--- src/rtl/apb_pkg.sv ---
// Shared APB definitions for the register-bank slave: bus widths, FSM state
// encoding and the pslverr response codes.
package apb_pkg;

  localparam int APB_DATA_W = 32;
  localparam int APB_ADDR_W = 32;

  // Two-state transfer FSM, kept as plain logic constants so older tools and
  // netlists see a simple bit encoding.
  typedef logic [0:0] apb_state_t;
  localparam apb_state_t ST_IDLE   = 1'b0;
  localparam apb_state_t ST_ACCESS = 1'b1;

  localparam logic PSLVERR_OKAY = 1'b0;
  localparam logic PSLVERR_ERR  = 1'b1;

endpackage

--- src/rtl/apb_slave_regfile_if.sv ---
// APB bus bundle between one master and the register-bank slave.
// The master drives the request side, the slave drives the response side.
interface apb_slave_regfile_if;
  import apb_pkg::*;

  logic                  psel;
  logic                  penable;
  logic                  pwrite;
  logic [APB_ADDR_W-1:0] paddr;
  logic [APB_DATA_W-1:0] pwdata;
  logic [APB_DATA_W-1:0] prdata;
  logic                  pready;
  logic                  pslverr;

  modport master (
    output psel, penable, pwrite, paddr, pwdata,
    input  prdata, pready, pslverr
  );

  modport slave (
    input  psel, penable, pwrite, paddr, pwdata,
    output prdata, pready, pslverr
  );

endinterface

--- src/rtl/apb_slave_regfile.sv ---
// APB slave register bank: NUM_REGS 32-bit read/write registers exposed as a
// flat bus, with optional wait states in the access phase.
// Optional feature macro: APB_SLV_IRQ_EN adds an irq output that pulses for
// one cycle after every committed valid write.
module apb_slave_regfile
  import apb_pkg::*;
#(
  parameter int NUM_REGS    = 8,
  parameter int WAIT_STATES = 0
) (
  input  logic                           clk,
  input  logic                           reset,
  apb_slave_regfile_if.slave             apb,
  output logic [NUM_REGS*APB_DATA_W-1:0] reg_out
`ifdef APB_SLV_IRQ_EN
  ,
  output logic                           irq
`endif
);

  localparam int         IDX_W     = $clog2(NUM_REGS);
  localparam logic [3:0] WAIT_INIT = 4'(WAIT_STATES);

  apb_state_t                           state_q, state_d;
  logic [3:0]                           cnt_q, cnt_d;
  logic [APB_DATA_W-1:0]                prdata_q, prdata_d;
  logic                                 pready_q, pready_d;
  logic                                 pslverr_q, pslverr_d;
  logic [NUM_REGS-1:0][APB_DATA_W-1:0]  regs_q;

  logic [IDX_W-1:0]      regIdx;
  logic                  addrInvalid;
  logic                  wrCommit;
  logic [APB_DATA_W-1:0] rdValue;
  logic                  respErr;

  // Address decode: word-aligned and inside the bank; everything above the
  // index bits must be zero because NUM_REGS is a power of two.
  always_comb begin
    regIdx      = apb.paddr[IDX_W+1:2];
    addrInvalid = (apb.paddr[1:0] != 2'b00) ||
                  (apb.paddr[APB_ADDR_W-1:IDX_W+2] != '0);
    rdValue     = addrInvalid ? '0 : regs_q[regIdx];
    respErr     = addrInvalid ? PSLVERR_ERR : PSLVERR_OKAY;
    wrCommit    = (state_q == ST_ACCESS) && pready_q && apb.psel &&
                  apb.penable && apb.pwrite && !addrInvalid;
  end

  // Transfer FSM: the response is loaded one edge early so that pready,
  // prdata and pslverr are all registered outputs in the completing cycle.
  always_comb begin
    state_d   = state_q;
    cnt_d     = cnt_q;
    prdata_d  = prdata_q;
    pready_d  = 1'b0;
    pslverr_d = PSLVERR_OKAY;
    case (state_q)
      ST_IDLE: begin
        if (apb.psel && !apb.penable) begin
          state_d = ST_ACCESS;
          cnt_d   = WAIT_INIT;
          if (WAIT_INIT == 4'd0) begin
            pready_d  = 1'b1;
            pslverr_d = respErr;
            if (!apb.pwrite) begin
              prdata_d = rdValue;
            end
          end
        end
      end
      default: begin
        if (pready_q || !apb.psel) begin
          state_d = ST_IDLE;
          cnt_d   = 4'd0;
        end else if (apb.penable) begin
          if (cnt_q > 4'd1) begin
            cnt_d = cnt_q - 4'd1;
          end else begin
            cnt_d     = 4'd0;
            pready_d  = 1'b1;
            pslverr_d = respErr;
            if (!apb.pwrite) begin
              prdata_d = rdValue;
            end
          end
        end
      end
    endcase
  end

  // FSM, wait counter and response registers with synchronous reset.
  always_ff @(posedge clk) begin
    if (reset) begin
      state_q   <= ST_IDLE;
      cnt_q     <= 4'd0;
      prdata_q  <= '0;
      pready_q  <= 1'b0;
      pslverr_q <= PSLVERR_OKAY;
    end else begin
      state_q   <= state_d;
      cnt_q     <= cnt_d;
      prdata_q  <= prdata_d;
      pready_q  <= pready_d;
      pslverr_q <= pslverr_d;
    end
  end

  // Register bank: a write lands at the edge ending the completing cycle.
  always_ff @(posedge clk) begin
    if (reset) begin
      regs_q <= '0;
    end else if (wrCommit) begin
      regs_q[regIdx] <= apb.pwdata;
    end
  end

  assign apb.prdata  = prdata_q;
  assign apb.pready  = pready_q;
  assign apb.pslverr = pslverr_q;
  assign reg_out     = regs_q;

`ifdef APB_SLV_IRQ_EN
  logic irq_q;

  // One-cycle interrupt pulse following each committed write.
  always_ff @(posedge clk) begin
    if (reset) begin
      irq_q <= 1'b0;
    end else begin
      irq_q <= wrCommit;
    end
  end

  assign irq = irq_q;
`endif

endmodule

--- src/flat_wrapper.sv ---
// flat-port wrapper written by rule: the top's interface ports become plain ports
module apb_slave_regfile_flat import apb_pkg::*;
#(
  parameter int NUM_REGS    = 8,
  parameter int WAIT_STATES = 0
)
  (clk, reset, reg_out, apb_psel, apb_penable, apb_pwrite, apb_paddr, apb_pwdata, apb_prdata, apb_pready, apb_pslverr);
  apb_slave_regfile_if apb_i ();
  input  logic clk;
  input  logic reset;
  output logic [NUM_REGS*APB_DATA_W-1:0] reg_out;
  input wire logic [$bits(apb_i.psel)-1:0] apb_psel;
  input wire logic [$bits(apb_i.penable)-1:0] apb_penable;
  input wire logic [$bits(apb_i.pwrite)-1:0] apb_pwrite;
  input wire logic [$bits(apb_i.paddr)-1:0] apb_paddr;
  input wire logic [$bits(apb_i.pwdata)-1:0] apb_pwdata;
  output wire logic [$bits(apb_i.prdata)-1:0] apb_prdata;
  output wire logic [$bits(apb_i.pready)-1:0] apb_pready;
  output wire logic [$bits(apb_i.pslverr)-1:0] apb_pslverr;
  assign apb_i.psel = apb_psel;
  assign apb_i.penable = apb_penable;
  assign apb_i.pwrite = apb_pwrite;
  assign apb_i.paddr = apb_paddr;
  assign apb_i.pwdata = apb_pwdata;
  assign apb_prdata = apb_i.prdata;
  assign apb_pready = apb_i.pready;
  assign apb_pslverr = apb_i.pslverr;
  apb_slave_regfile #(.NUM_REGS(NUM_REGS), .WAIT_STATES(WAIT_STATES)) u_core (.clk(clk), .reset(reset), .apb(apb_i), .reg_out(reg_out));
endmodule
--- config.mk ---
export PLATFORM = sky130hd
export DESIGN_NAME = apb_slave_regfile_flat
export DESIGN_NICKNAME = d
export VERILOG_FILES = /design/src/rtl/apb_pkg.sv /design/src/rtl/apb_slave_regfile_if.sv /design/src/rtl/apb_slave_regfile.sv /design/src/flat_wrapper.sv
export SDC_FILE = /design/constraint.sdc
export NUM_CORES = 1
export LEC_CHECK = 0
export CAP_MARGIN = 20
export CORE_MARGIN = 5
export CORE_UTILIZATION = 27
export CTS_CLUSTER_DIAMETER = 50
export CTS_CLUSTER_SIZE = 20
export DETAILED_ROUTE_END_ITERATION = 10
export SLEW_MARGIN = 25
export SYNTH_ARGS = -nofsm -noshare
export SYNTH_HDL_FRONTEND = slang
export SYNTH_SLANG_ARGS = --single-unit
export TNS_END_PERCENT = 30
--- constraint.sdc ---
create_clock -name clk -period 4.9 [get_ports clk]
set_clock_uncertainty 0.1 [all_clocks]
set_input_delay 0.49 -clock clk [delete_from_list [all_inputs] [get_ports clk]]
set_output_delay 0.49 -clock clk [all_outputs]
set_load 0.03 [all_outputs]
* Yosys cells after proc, flatten, opt, wreduce, memory -nomap -nowiden
Cells that the tools add are included.
** Storage, ports and cells
- Register bits :: 295
- Input port bits :: 69
** Cells by class
- Equality and inequality tests :: 4
- Magnitude comparators :: 3
- Reductions and logical operators :: 17
- Multiplexer cells :: 30
- Add/subtract/negate cells :: 1
** Operators with widths (number)
- two-way mux 32 bit :: 9
- bitwise mux 256 bit :: 1
- binary-select mux 32 bit (select 3 bit) :: 1
- demux 32 bit (select 3 bit) :: 1
- nonzero test 27 bit :: 1
- two-way mux 4 bit :: 5
- two-way mux 1 bit :: 13
- logical AND 1 bit :: 7
- inequality test 2 bit, second input constant :: 3
- > comparator 4 x 1 -> 1 bit, second input constant :: 1
- < comparator 3 x 4 -> 1 bit, second input constant :: 1
- AND reduction 4 bit :: 1
- nonzero test 2 bit :: 2
- subtractor 4 x 1 -> 4 bit, second input constant :: 1
- >= comparator 3 x 1 -> 1 bit, second input constant :: 1
- logical NOT 1 bit :: 3
- inequality test 3 bit, second input constant :: 1
- logical OR 1 bit :: 2
- AND reduction 2 bit :: 1

* Depth between registers and ports, before layout
Gate-level depths: netlist (run 1).
- Word-level depth :: 8
- Gate-level depth with buffers :: 8
- Gate-level depth less buffers :: 6

* Worst setup path after synthesis (run 1)
OpenSTA, ideal clock, no wires.
- Path type :: in2reg
- Start point :: input port apb_paddr[19]
- End point :: register u_core.regs_q (netlist bit u_core.reg_out[161])
- Path slack :: 2.926 ns
- Required time :: 4.728 ns
- Stages on the path :: 7
- Arrival :: 1.803 ns
- Cell sequence :: nor4_1 > and4_1 > buf_6 > and3_1 > buf_2 > buf_6 > mux2i_1
** Between the ends
- Cells in the longest elaborated chain, start to end :: 4
** RTL lines
- start, declared :: RTL line flat_wrapper.sv:15 : input wire logic [$bits(apb_i.paddr)-1:0] apb_paddr;
- nonzero test 27 bit :: RTL line apb_slave_regfile.sv:42 : (apb.paddr[APB_ADDR_W-1:IDX_W+2] != '0);
- logical OR 1 bit :: RTL line apb_slave_regfile.sv:41 : addrInvalid = (apb.paddr[1:0] != 2'b00) ||
- logical NOT 1 bit :: RTL line apb_slave_regfile.sv:46 : apb.penable && apb.pwrite && !addrInvalid;
- logical AND 1 bit :: RTL line apb_slave_regfile.sv:46
- end signal, assigned by index :: RTL line apb_slave_regfile.sv:113 : regs_q[regIdx] <= apb.pwdata;
- end, declared :: RTL line apb_slave_regfile.sv:29 : logic [NUM_REGS-1:0][APB_DATA_W-1:0] regs_q;
No other way between the ends.
A chain may end at the register's enable or synchronous reset.

* Final worst setup path (run 1)
- Start point :: input port apb_paddr[19]
- End point :: register u_core.regs_q (netlist bit u_core.reg_out[175])
The elaborated chain is that of the path after synthesis.

==> metrics.cfg, run 1 <==
[logic_synthesis]
synth_area_leader_cell=dfxtp_1
synth_edf_count=0
ys_seq_area_share_pct=43.42
syn_area_per_cell_sq_um=10.65
synth-seq-cells=295
synthArstFlopShare_pct=0
syn-num-nets=1348
synthTopCellsByArea=dfxtp_1, mux2i_1, nand2b_1, mux2_2, o221ai_1
synth.distinct_cells=51
ys_top_cells_by_count=nand2b_1, dfxtp_1, mux2i_1
synth-main-ff-cell=dfxtp_1
ys_warn_count=0
yosysMostFrequentCell=nand2b_1
synth_top_area_share_pct=43.42
syn_inst=1277
synth_area_sq_um=13600

[clock_tree]
cts.sinks=295
post-cts-setup-buffers=0
cts-hold-fix-buffers=0
htree_levels=2
cts_buffer_depth=3
cts_resized=0
cts_buffers=37
cts_tree=built
cts_root_buf=clkbuf_16
cts.clk_slew.worst_paths_ps=60
insertion_delay_ps=550

[timing]
slew_violations=0
period_share_pct=60.91
hold_violations=0
fmax_mhz=335.0
finalCriticalPeriod_ps=2985
tightest_slew_ps=1045
max_slew_margin_pct=30.28
setup_viol=0
rsz0062_at_grt=no
whs_ps=378.1
setup_tns_ps=0

[worst_hold_path]
min-delay-path-class=flop to flop
worstHoldStart=u_core.apb.prdata[14]

[global_route]
grt_pass1_vias=11220
grt_use_met1_pct=23.62
grt.met3_usage_pct=4.535
grt_pass1_wl_um=76340
grt-ovfl-total=0
met2_usage_pct=30.72
busiest_layer=met2
grt.total_usage_pct=18.47
grt_antenna_before_repair=0
grt_start_max_net_pins=128

[cells_and_area]
drive_gt1_share_pct=10.46
n_fill_cell=4872
final_cells=2269
finalNetCount=1640
syn2layout_area_growth_pct=39.00
diodes=0
regArea_sq_um=5906
multi_input_area_sq_um=7072
final_area_sq_um=18910

[die]
core_sq_um=49970
dieHeight_um=234.5
io_pins=359
die_w_um=234.5
initial_core_util_pct=27.22
rows=82
die_area_sq_um=54970

[worst_setup_path]
slowest_stage=and3_2
cp.arrival_ps=3340
worstReg2RegStart=u_core.state_q
critPathCaptureType=flop
cp_slowest_stage_delay_ps=990
cp_data_required_time_ps=5260
cp-start-kind=input pin
path_cells=clkdlybuf4s50_1, nor4_1, and4_1, and3_2, mux2i_1
critPathLaunch=apb_paddr[19]
worstPathMaxFanout=21
path_buf_inv=1
path_class=input pin to flop
crit_family=simple AND/OR/NAND/NOR gates

[power]
clkPwrFrac_pct=50.8
pwr-share-seq_pct=42.9
p_sw_share_pct=24.41
power_mw=5.603
p_int_mw=4.236
vdd_drop_max_mv=0.1804
p_per_area_nw_per_um2=296.4
switchingPower_mw=1.368
comb_power_share_pct=6.3
p_leak_nw=8.148

[placement]
hpwl_um=35910
gp_congestion=0.7943
port-buffer-count=358
place_area_sq_um=17620
dp_cells=2202

[route]
viasPerCell=4.822
via_count=10940
dr.pass1.iters=5
drtAntennaViolNets=0
wl_um=53160
route.detailed.drc=0
drt_iter0_drc=632
route.detailed.wl_per_inst_um=23.43

[outcome]
outcome=completed

[flow_run]
cap_violations=0

-- registers in the layout, summed over array words and instances (netlist names) --
signal	cells
u_core.state_q	1
u_core.apb.pslverr	1
u_core.cnt_q	4
u_core.apb.prdata	32
u_core.apb.pready	1
u_core.reg_out	256
-- kinds of logic after synthesis --
| family | count (synthesis) | synth area share (%) |
|---|---|---|
| and+or+nand+nor | 375 | 17.47 |
| muxes | 342 | 26.55 |
| AOI/OAI and AO/OA | 126 | 7.488 |
| buffers and inverters | 134 | 4.701 |
| adders and majority gates | 2 | 0.1839 |
| DFF | 295 | 43.42 |
| xor gates and xnor gates | 3 | 0.1932 |
-- power by group through the flow --
stage | Sequential (mW) | Combinational, mW | Clock [mW]
after floorplan | 2.46 | 0.206 | 0
after CTS | 2.41 | 0.358 | 2.91
final | 2.41 | 0.353 | 2.84
after global placement | 2.46 | 0.356 | 0
after detailed placement | 2.46 | 0.358 | 0
after global routing | 2.41 | 0.377 | 3.03
-- routing by layer --
| layer | vias up | wire length (um) |
|---|---|---|
| met5 | - | 0 |
| met2 | 374 | 24960 |
| met4 | 0 | 1708 |
| met1 | 5383 | 22890 |
| li1 | 5098 | - |
| met3 | 85 | 3596 |
-- final timing paths --
check / endpoint / slack [ps] / depth (start not counted)
worst max-delay path: u_core.reg_out[175] / 1920 / 5
worst max register to register: u_core.reg_out[98] / 2130 / 5
worst min register to register: u_core.apb.prdata[14] / 380 / 1
worst min-delay path: u_core.apb.prdata[14] / 380 / 1
-- stage by stage --
step	setup slack, ps	utilization (%)
floorplan	2926	-
global placement	1390	35.27
detailed placement	1326	35.27
CTS	1903	37.84
global route	1756	37.84
finish	1915	37.84
-- layout by cell type, fill, tap and decap left out, types with 7 or more instances in the layout --
master	instances
o22ai_1	22
nor2_1	19
clkdlybuf4s50_1	354
nand4_4	7
buf_4	21
inv_6	7
mux4_2	10
dfxtp_1	295
clkbuf_8	7
a22o_1	29
nand2_1	18
a22oi_1	8
clkbuf_16	37
mux2i_1	282
a221oi_1	12
a21oi_1	7
nand2b_1	296
o221ai_1	30
mux2_2	50
nor4_1	7
-- cell type report --
type,count,share of cell area [%]
clock buffer,45,5.426
clock inverter,22,1.363
inverter,6,0.1191
multi-input combinational,848,37.40
sequential,295,31.24
tap,672,4.447
timing repair buffer,381,20.01
(Power assumes the default switching activity.)
==> run 2: changes to the inputs <==
==> constraint.sdc (replaced) <==
create_clock -name clk -period 2.9 [get_ports clk]
set_clock_uncertainty 0.1 [all_clocks]
set_input_delay 0.29 -clock clk [delete_from_list [all_inputs] [get_ports clk]]
set_output_delay 0.29 -clock clk [all_outputs]
set_load 0.03 [all_outputs]
==> run 2 against run 1 <==
  * Die area is the same
  * Cell area up 1.8%
  * Non-clock buffer count increased by 23
  * Register-to-register slack worse by 1400 ps
  * Count of clock-buffer cells in the layout down 1
  * Largest cell class unchanged
  * Via count increased by 1.1%
  * Global-route usage up 0.36 points
==> metrics.cfg, run 2 (synthesized netlist as in run 1, its figures left out) <==
[cells_and_area]
drive_gt1_share_pct=11.78
final_common_cell=clkdlybuf4s50_1
final_area_sq_um=19240
n_fill_cell=4862
finalNetCount=1665
largest_register_ffs=256
syn2layout_area_growth_pct=41.44
fin_util_pct=38.50
final_cell_mix=clkdlybuf4s50_1, nand2b_1, dfxtp_1, mux2i_1, mux2_2
final_cells=2294

[clock_tree]
cts_buffers=39
htree_levels=2
cts.sinks=295
cts_resized=0
cts_root_buf=clkbuf_16
insertion_delay_ps=550
cts-hold-fix-buffers=0
cts_tree=built
cts_buffer_depth=3
post-cts-setup-buffers=0
cts.clk_slew.worst_paths_ps=60

[worst_hold_path]
min-delay-path-class=input pin to flop

[power]
power_mw=9.638
p_per_area_nw_per_um2=501.0
vdd_drop_max_mv=0.3601
p_leak_nw=8.316

[worst_setup_path]
slowest_stage=o21ba_4
path_class=flop to flop
worstReg2RegStart=u_core.cnt_q[0]
r2r-end=u_core.apb.prdata[8]
path_cells=inv_1, ha_1, nor2_1, o32a_4, o21ba_4, a22o_1
rr_worst_depth=6
path_buf_inv=1
cp_slowest_stage_delay_ps=610
cp-start-kind=flop
crit_end=u_core.apb.prdata[8]
worstPathMaxFanout=31
cp.arrival_ps=2520
crit_family=compound AO/OA/AOI/OAI gates
cp_num_cells=6
cp_data_required_time_ps=3280
worst-r2r-setup-slack_ps=760
critPathCaptureType=flop
critPathLaunch=u_core.cnt_q[0]

[timing]
period_share_pct=73.88
rsz0062_at_grt=no
hold_violations=0
max_slew_margin_pct=51.68
tightest_slew_ps=723.0
fmax_mhz=466.7
finalCriticalPeriod_ps=2142
setup_viol=0
slew_violations=0
whs_ps=249.0
setup_tns_ps=0
setup_ws_ps=757.5

[route]
wl_um=53610
drtAntennaViolNets=0
drt_iter0_drc=634
viasPerCell=4.823
route.detailed.drc=0
route.detailed.wl_per_inst_um=23.37
via_count=11070
dr.pass1.iters=5

[placement]
port-buffer-count=358
hpwl_um=36820
dp_cells=2225
gp_congestion=0.8227
place_area_sq_um=17910
dp_slack_ps=233.3

[global_route]
grt-ovfl-total=0
grt_pass1_vias=11490
grt_start_max_net_pins=90
grt.total_usage_pct=18.82
grt_pass1_wl_um=77310
grt_antenna_before_repair=1

[die]
dieHeight_um=234.5
io_pins=359
die_w_um=234.5
core_sq_um=49970
die_area_sq_um=54970
rows=82
initial_core_util_pct=27.22

[flow_run]
cap_violations=0

[outcome]
outcome=completed

==> run 2: changes by cell type in the layout (fill, tap and decap cells not counted), moves of 4 or more <==
cell / before / now
buf_12: 3 / 11
inv_6: 7 / 3
clkbuf_8: 7 / 2
clkbuf_16: 37 / 41
inv_8: 1 / 5
buf_4: 21 / 36
==> run 2: worst min path at each step <==
stage | start | endpoint | depth (start not counted)
final | reset | u_core.reg_out[50] | 3
after global routing | reset | u_core.reg_out[45] | 3
after CTS | reset | u_core.apb.prdata[30] | 3
after detailed placement | u_core.apb.prdata[25] | u_core.apb.prdata[25] | 1
after global placement | u_core.apb.prdata[25] | u_core.apb.prdata[25] | 1
after floorplan | u_core.cnt_q[3] | u_core.cnt_q[3] | 2
==> run 2: layout make-up <==
cell class	instances	area, sq um	share of cell area (%)
Tap cell	672	840.8	4.370
Clock buffer	44	1057	5.496
Multi-Input combinational cell	848	7088	36.84
Timing Repair Buffer	404	4055	21.08
Sequential cell	295	5906	30.70
Clock inverter	24	266.5	1.385
Antenna cell	1	2.502	0.01301
Inverter	6	22.52	0.1171
==> run 2: tightest hold or removal path, cell delays in order <==
cell      delay, ps
buf_6           230
nand2b_1        210
mux2i_1         110
==> run 2: power by group <==
| group | total, mW | switching [mW] | internal (mW) |
|---|---|---|---|
| Clock | 4.95 | 2.07 | 2.88 |
| Sequential | 4.07 | 0.00693 | 4.06 |
| Combinational | 0.619 | 0.351 | 0.268 |
==> run 2: layer usage <==
metal,track usage [%],vias to the layer above,wire length (um)
met4,6.367,0,1591
li1,-,5132,-
met5,0,-,0
met2,31.21,338,25470
met3,4.306,83,3253
met1,24.28,5512,23290
